--- src/rtl/alu_cmd_issuer.sv ---
// alu_cmd_issuer
//   Initiator side of the ALU datapath command/operand interface. Requests
//   (command + three operands) are queued in a small FIFO. Each one is issued
//   to the datapath for a single cycle, the datapath results are sampled
//   LATENCY cycles later, and they are held on a valid/ready response port.
//   Only one command is outstanding at the datapath at a time.
//
// Ports
//   clk, rst                          clock (rising edge), sync active-high reset
//   req_valid/req_ready               request handshake (ready = FIFO not full)
//   req_cmd, req_a, req_b, req_c      request command and operands
//   cmdin, din0, din1, din2           to datapath (cmdin non-zero only in ISSUE)
//   dout_low, dout_high, zero, error  from datapath (sampled in one cycle only)
//   rsp_valid/rsp_ready               response handshake
//   rsp_data, rsp_zero, rsp_error     captured {dout_high, dout_low}, zero, error
//   busy                              FSM not idle or FIFO non-empty
//   err_count                         only with ALU_ISSUER_ERRCNT_EN defined:
//                                     saturating count of error responses
module alu_cmd_issuer #(
    parameter int unsigned WIDTH   = 8,
    parameter int unsigned DEPTH   = 4,
    parameter int unsigned LATENCY = 4
) (
    input  logic               clk,
    input  logic               rst,
    input  logic               req_valid,
    output logic               req_ready,
    input  logic [6:0]         req_cmd,
    input  logic [WIDTH-1:0]   req_a,
    input  logic [WIDTH-1:0]   req_b,
    input  logic [WIDTH-1:0]   req_c,
    output logic [6:0]         cmdin,
    output logic [WIDTH-1:0]   din0,
    output logic [WIDTH-1:0]   din1,
    output logic [WIDTH-1:0]   din2,
    input  logic [WIDTH-1:0]   dout_low,
    input  logic [WIDTH-1:0]   dout_high,
    input  logic               zero,
    input  logic               error,
    output logic               rsp_valid,
    input  logic               rsp_ready,
    output logic [2*WIDTH-1:0] rsp_data,
    output logic               rsp_zero,
    output logic               rsp_error,
    output logic               busy
`ifdef ALU_ISSUER_ERRCNT_EN
    ,
    output logic [15:0]        err_count
`endif
);

    localparam int unsigned PTR_W = (DEPTH > 1) ? $clog2(DEPTH) : 1;
    localparam int unsigned CNT_W = $clog2(DEPTH + 1);
    localparam int unsigned LAT_W = $clog2(LATENCY + 1);
    localparam int unsigned ENT_W = 7 + 3 * WIDTH;
    localparam logic [CNT_W-1:0] FULL_CNT = CNT_W'(DEPTH);
    localparam logic [LAT_W-1:0] LAT_INIT = LAT_W'(LATENCY);

    typedef enum logic [1:0] {IDLE, ISSUE, WAIT, HOLD} state_t;

    state_t             state;
    logic [ENT_W-1:0]   mem [DEPTH];
    logic [PTR_W-1:0]   wr_ptr;
    logic [PTR_W-1:0]   rd_ptr;
    logic [CNT_W-1:0]   count;
    logic [CNT_W-1:0]   count_next;
    logic [LAT_W-1:0]   lat_cnt;
    logic               push;
    logic               pop;
    logic [6:0]         head_cmd;
    logic [WIDTH-1:0]   head_a;
    logic [WIDTH-1:0]   head_b;
    logic [WIDTH-1:0]   head_c;

    // req_ready is a registered copy of !full, so a push can never collide
    // with a full FIFO, even in a cycle that also pops.
    assign push = req_valid && req_ready;
    assign pop  = (state == ISSUE);

    always_comb begin
        {head_cmd, head_a, head_b, head_c} = mem[rd_ptr];
    end

    always_comb begin
        count_next = count;
        if (push && !pop) begin
            count_next = count + 1'b1;
        end else if (pop && !push) begin
            count_next = count - 1'b1;
        end
    end

    always_ff @(posedge clk) begin
        if (push) begin
            mem[wr_ptr] <= {req_cmd, req_a, req_b, req_c};
        end
    end

    always_ff @(posedge clk) begin
        if (rst) begin
            state     <= IDLE;
            wr_ptr    <= '0;
            rd_ptr    <= '0;
            count     <= '0;
            lat_cnt   <= '0;
            req_ready <= 1'b1;
            busy      <= 1'b0;
            cmdin     <= '0;
            din0      <= '0;
            din1      <= '0;
            din2      <= '0;
            rsp_valid <= 1'b0;
            rsp_data  <= '0;
            rsp_zero  <= 1'b0;
            rsp_error <= 1'b0;
`ifdef ALU_ISSUER_ERRCNT_EN
            err_count <= '0;
`endif
        end else begin
            count     <= count_next;
            req_ready <= (count_next != FULL_CNT);
            if (push) begin
                wr_ptr <= wr_ptr + 1'b1;
            end
            if (pop) begin
                rd_ptr <= rd_ptr + 1'b1;
            end
            // Next state is non-idle on every path except the two that
            // return to IDLE; those override busy with the FIFO outlook.
            busy <= 1'b1;
            case (state)
                IDLE: begin
                    if (count != '0) begin
                        state <= ISSUE;
                        cmdin <= head_cmd;
                        din0  <= head_a;
                        din1  <= head_b;
                        din2  <= head_c;
                    end else begin
                        busy <= push;
                    end
                end
                ISSUE: begin
                    cmdin   <= '0;
                    lat_cnt <= LAT_INIT;
                    state   <= WAIT;
                end
                WAIT: begin
                    lat_cnt <= lat_cnt - 1'b1;
                    if (lat_cnt == LAT_W'(1)) begin
                        rsp_data  <= {dout_high, dout_low};
                        rsp_zero  <= zero;
                        rsp_error <= error;
                        rsp_valid <= 1'b1;
                        state     <= HOLD;
                    end
                end
                HOLD: begin
                    if (rsp_ready) begin
                        rsp_valid <= 1'b0;
`ifdef ALU_ISSUER_ERRCNT_EN
                        if (rsp_error && (err_count != 16'hFFFF)) begin
                            err_count <= err_count + 16'd1;
                        end
`endif
                        // Back-to-back issue straight from HOLD keeps the
                        // issue spacing at LATENCY+2.
                        if (count != '0) begin
                            state <= ISSUE;
                            cmdin <= head_cmd;
                            din0  <= head_a;
                            din1  <= head_b;
                            din2  <= head_c;
                        end else begin
                            state <= IDLE;
                            busy  <= push;
                        end
                    end
                end
                default: state <= IDLE;
            endcase
        end
    end

endmodule
--- config.mk ---
export PLATFORM = sky130hd
export DESIGN_NAME = alu_cmd_issuer
export DESIGN_NICKNAME = d
export VERILOG_FILES = /design/src/rtl/alu_cmd_issuer.sv
export SDC_FILE = /design/constraint.sdc
export NUM_CORES = 1
export LEC_CHECK = 0
export BUFFER_PORTS_ARGS = -buffer_cell sky130_fd_sc_hd__buf_2
export CAP_MARGIN = 20
export CORE_ASPECT_RATIO = 1.5
export CORE_MARGIN = 5
export CORE_UTILIZATION = 35
export DETAILED_ROUTE_END_ITERATION = 10
export SLEW_MARGIN = 20
export SYNTH_ARGS = -nofsm -noshare
export SYNTH_HDL_FRONTEND = slang
export SYNTH_SLANG_ARGS = --single-unit
--- constraint.sdc ---
create_clock -name clk -period 4.6 [get_ports clk]
set_clock_uncertainty 0.05 [all_clocks]
set_input_delay 0.46 -clock clk [delete_from_list [all_inputs] [get_ports clk]]
set_output_delay 0.46 -clock clk [all_outputs]
set_load 0.005 [all_outputs]
==> results.json <==
{
  "cap_viol_max_count": 0,
  "drc_errors": 0,
  "fin_crit_sh_pct": 52.8,
  "vias": 4028,
  "dp_hpwl_um": 9150,
  "layout.nets": 619,
  "num-fill-cells": 1843,
  "yosysUniqueCellTypes": 40,
  "worstPathRequired_ns": 4.88,
  "netlist_top_cells_area": "edfxtp_1 52%, dfxtp_1 19%, mux4_2 9.8%, o2bb2ai_1 3.0%, nand2_1 2.5%",
  "status": "completed",
  "path_class": "register to register",
  "drt_iter0_markers": 272,
  "h-tree-depth": 4,
  "start_kind": "register",
  "power_leakage_nw": 3.10,
  "post_cts_buffers": 0,
  "post_cts_resized": 0,
  "seqCellArea_sq_um": 5050,
  "post_drt_wl_per_cell_um": 17.3,
  "multi_input_area_sq_um": 1820,
  "slowest_stage": "nand2_1",
  "r2r-start": "count[0]",
  "overflow": 0,
  "synthToLayoutAreaGrowth_pct": 19.1,
  "yosysTopAreaCell": "edfxtp_1",
  "timing.final.ws_setup_ns": 2.17,
  "cts_buffers": 17,
  "async_flop_share_pct": 0,
  "port_buffers": 104,
  "tritoncts": "done",
  "rsz0062_at_grt": "no",
  "initial_core_util_pct": 35.8,
  "wl_um": 14300,
  "final_cells": 827,
  "critPathMaxFanout": 24,
  "critPathBufInv": 1,
  "grt_pass1_vias": 4334,
  "drive_above_1_share_pct": 31.4,
  "avgSynthCellArea_sq_um": 15.9,
  "gp_congestion": 0.753,
  "fp.dieW_um": 126,
  "setup-tns-final_ns": 0,
  "cts_sinks": 190,
  "min_from": "req_a[0]",
  "synth_area_sq_um": 7100,
  "viasPerCell": 4.87,
  "die-area_sq_um": 23300,
  "critPathCaptureType": "register",
  "dp_worst_setup_slack_ns": 1.85,
  "core_sq_um": 19900,
  "fin_hold_ws_ns": 0.200,
  "period_needed_ns": 2.43,
  "clk_path_buf_depth": 2,
  "cts_hold_buf": 0,
  "synthCells": 447,
  "yosysWarnings": 0,
  "final_core_util_pct": 42.6,
  "synth_common_cells": "124 x edfxtp_1, 66 x dfxtp_1, 47 x nand2_1",
  "synthFlopType": "edfxtp_1",
  "grt_pass1_wl_um": 22800,
  "placedInstanceArea_sq_um": 7860,
  "fin_area_sq_um": 8460,
  "drt_pass1_iterations": 4,
  "p_total_mw": 4.82,
  "max_slew.worst_pin.slew_ns": 1.07,
  "crit_path_max_incr_delay_ns": 0.67,
  "relSlewSlack_pct": 28.8,
  "max_freq_mhz": 412,
  "dieHeight_um": 184,
  "min_path_type": "input pin to register",
  "synth_seq_cells": 190,
  "synth-edff-count": 124,
  "power_density_nw_per_um2": 570,
  "hold_viol": 0,
  "startpoint": "count[0]",
  "crit_chain": "inv_1, ha_1, nor2b_1, a21oi_1, nand2_1, o2bb2ai_1",
  "critPathTopFamily": "simple AND/OR/NAND/NOR gates",
  "seq_area_frac_synth_pct": 71.0,
  "dp.cells": 794,
  "ant_nets": 0,
  "io_pins": 105,
  "gr-usage-all-layers_pct": 12.7,
  "antenna_found_initial": 4,
  "grt_max_degree": 37,
  "rows": 63,
  "clk_pin_slew_ns": 0.07,
  "synth_top_area_share_pct": 52.4,
  "finalSetupViolCount": 0,
  "synth_fp_nets": 513,
  "reg2reg_slack_ns": 2.17,
  "crit_arrival_ns": 2.71,
  "synth.most_common_cell": "edfxtp_1",
  "slew_violations": 0,
  "cts_root_buf": "clkbuf_16",
  "ir_drop_mv": 0.260,
  "clkLatencyLatePin_ns": 0.42
}
-- path summary, 6_finish.rpt --
check,to,cells past startpoint
worst max-delay path,din2[2],6
worst min-delay path,mem[1][16],1
worst max register to register,din2[2],6
worst min register to register,rsp_data[7],2
-- per-layer routing --
metal / part of all wire, % / routed length [um] / GRT usage (%)
met1: 40 / 5700 / 14.4
met4: 1.6 / 228 / 5.20
met2: 52 / 7430 / 22.1
met5: 0.36 / 52 / 0
met3: 6.1 / 868 / 4.32
-- worst reg2reg max path, stage by stage (launching register included) --
cell       delay, ns
dfxtp_1         0.43
inv_1           0.12
ha_1            0.24
nor2b_1         0.16
a21oi_1         0.25
nand2_1         0.67
o2bb2ai_1       0.40
-- flip-flops by register name, summed over array words and instances (netlist names), named ones only --
register	flops
mem	124
count	3
lat_cnt	3
din1	8
rsp_valid	1
rd_ptr	2
cmdin	7
busy	1
req_ready	1
state	2
rsp_zero	1
wr_ptr	2
rsp_data	16
din2	8
din0	8
rsp_error	1
-- final cells by class --
type                    count  area share [%]
diodes                      1          0.0296
multi-input cells         202            21.5
well taps                 260            3.85
repair buffers            106            6.33
clock inverters             9           0.814
inverters                  36            1.60
flip-flops and latches    190            59.7
clock buffers              23            6.17
-- where the power goes --
part           leakage [nW]  internal [mW]  switching [mW]
Clock                 0.274          0.807           0.615
Combinational          1.14          0.526           0.562
Sequential             1.68           2.11           0.201
Total                  3.10           3.44            1.38
-- cells in the final DEF (no fill, tap or decap), types with 4 or more instances in the layout --
cell	instances
a21oi_1	24
a32o_1	7
and3_2	5
buf_2	104
clkbuf_16	20
clkinvlp_4	5
dfxtp_1	64
edfxtp_1	124
ha_1	13
inv_1	35
mux4_2	31
nand2_1	47
nor2_1	13
o21ai_0	5
o2bb2ai_1	24
xnor2_1	4
-- cell families after synthesis --
logic type               synth area share [%]
AND/OR/NAND/NOR                          4.99
multiplexers                             10.1
flip-flops                               71.0
adder cells (fa/ha/maj)                  2.29
AO/OA/AOI/OAI                            7.45
XOR/XNOR                                0.740
buffers and inverters                    3.38
Note: power is estimated with default switching activity, not from simulation.
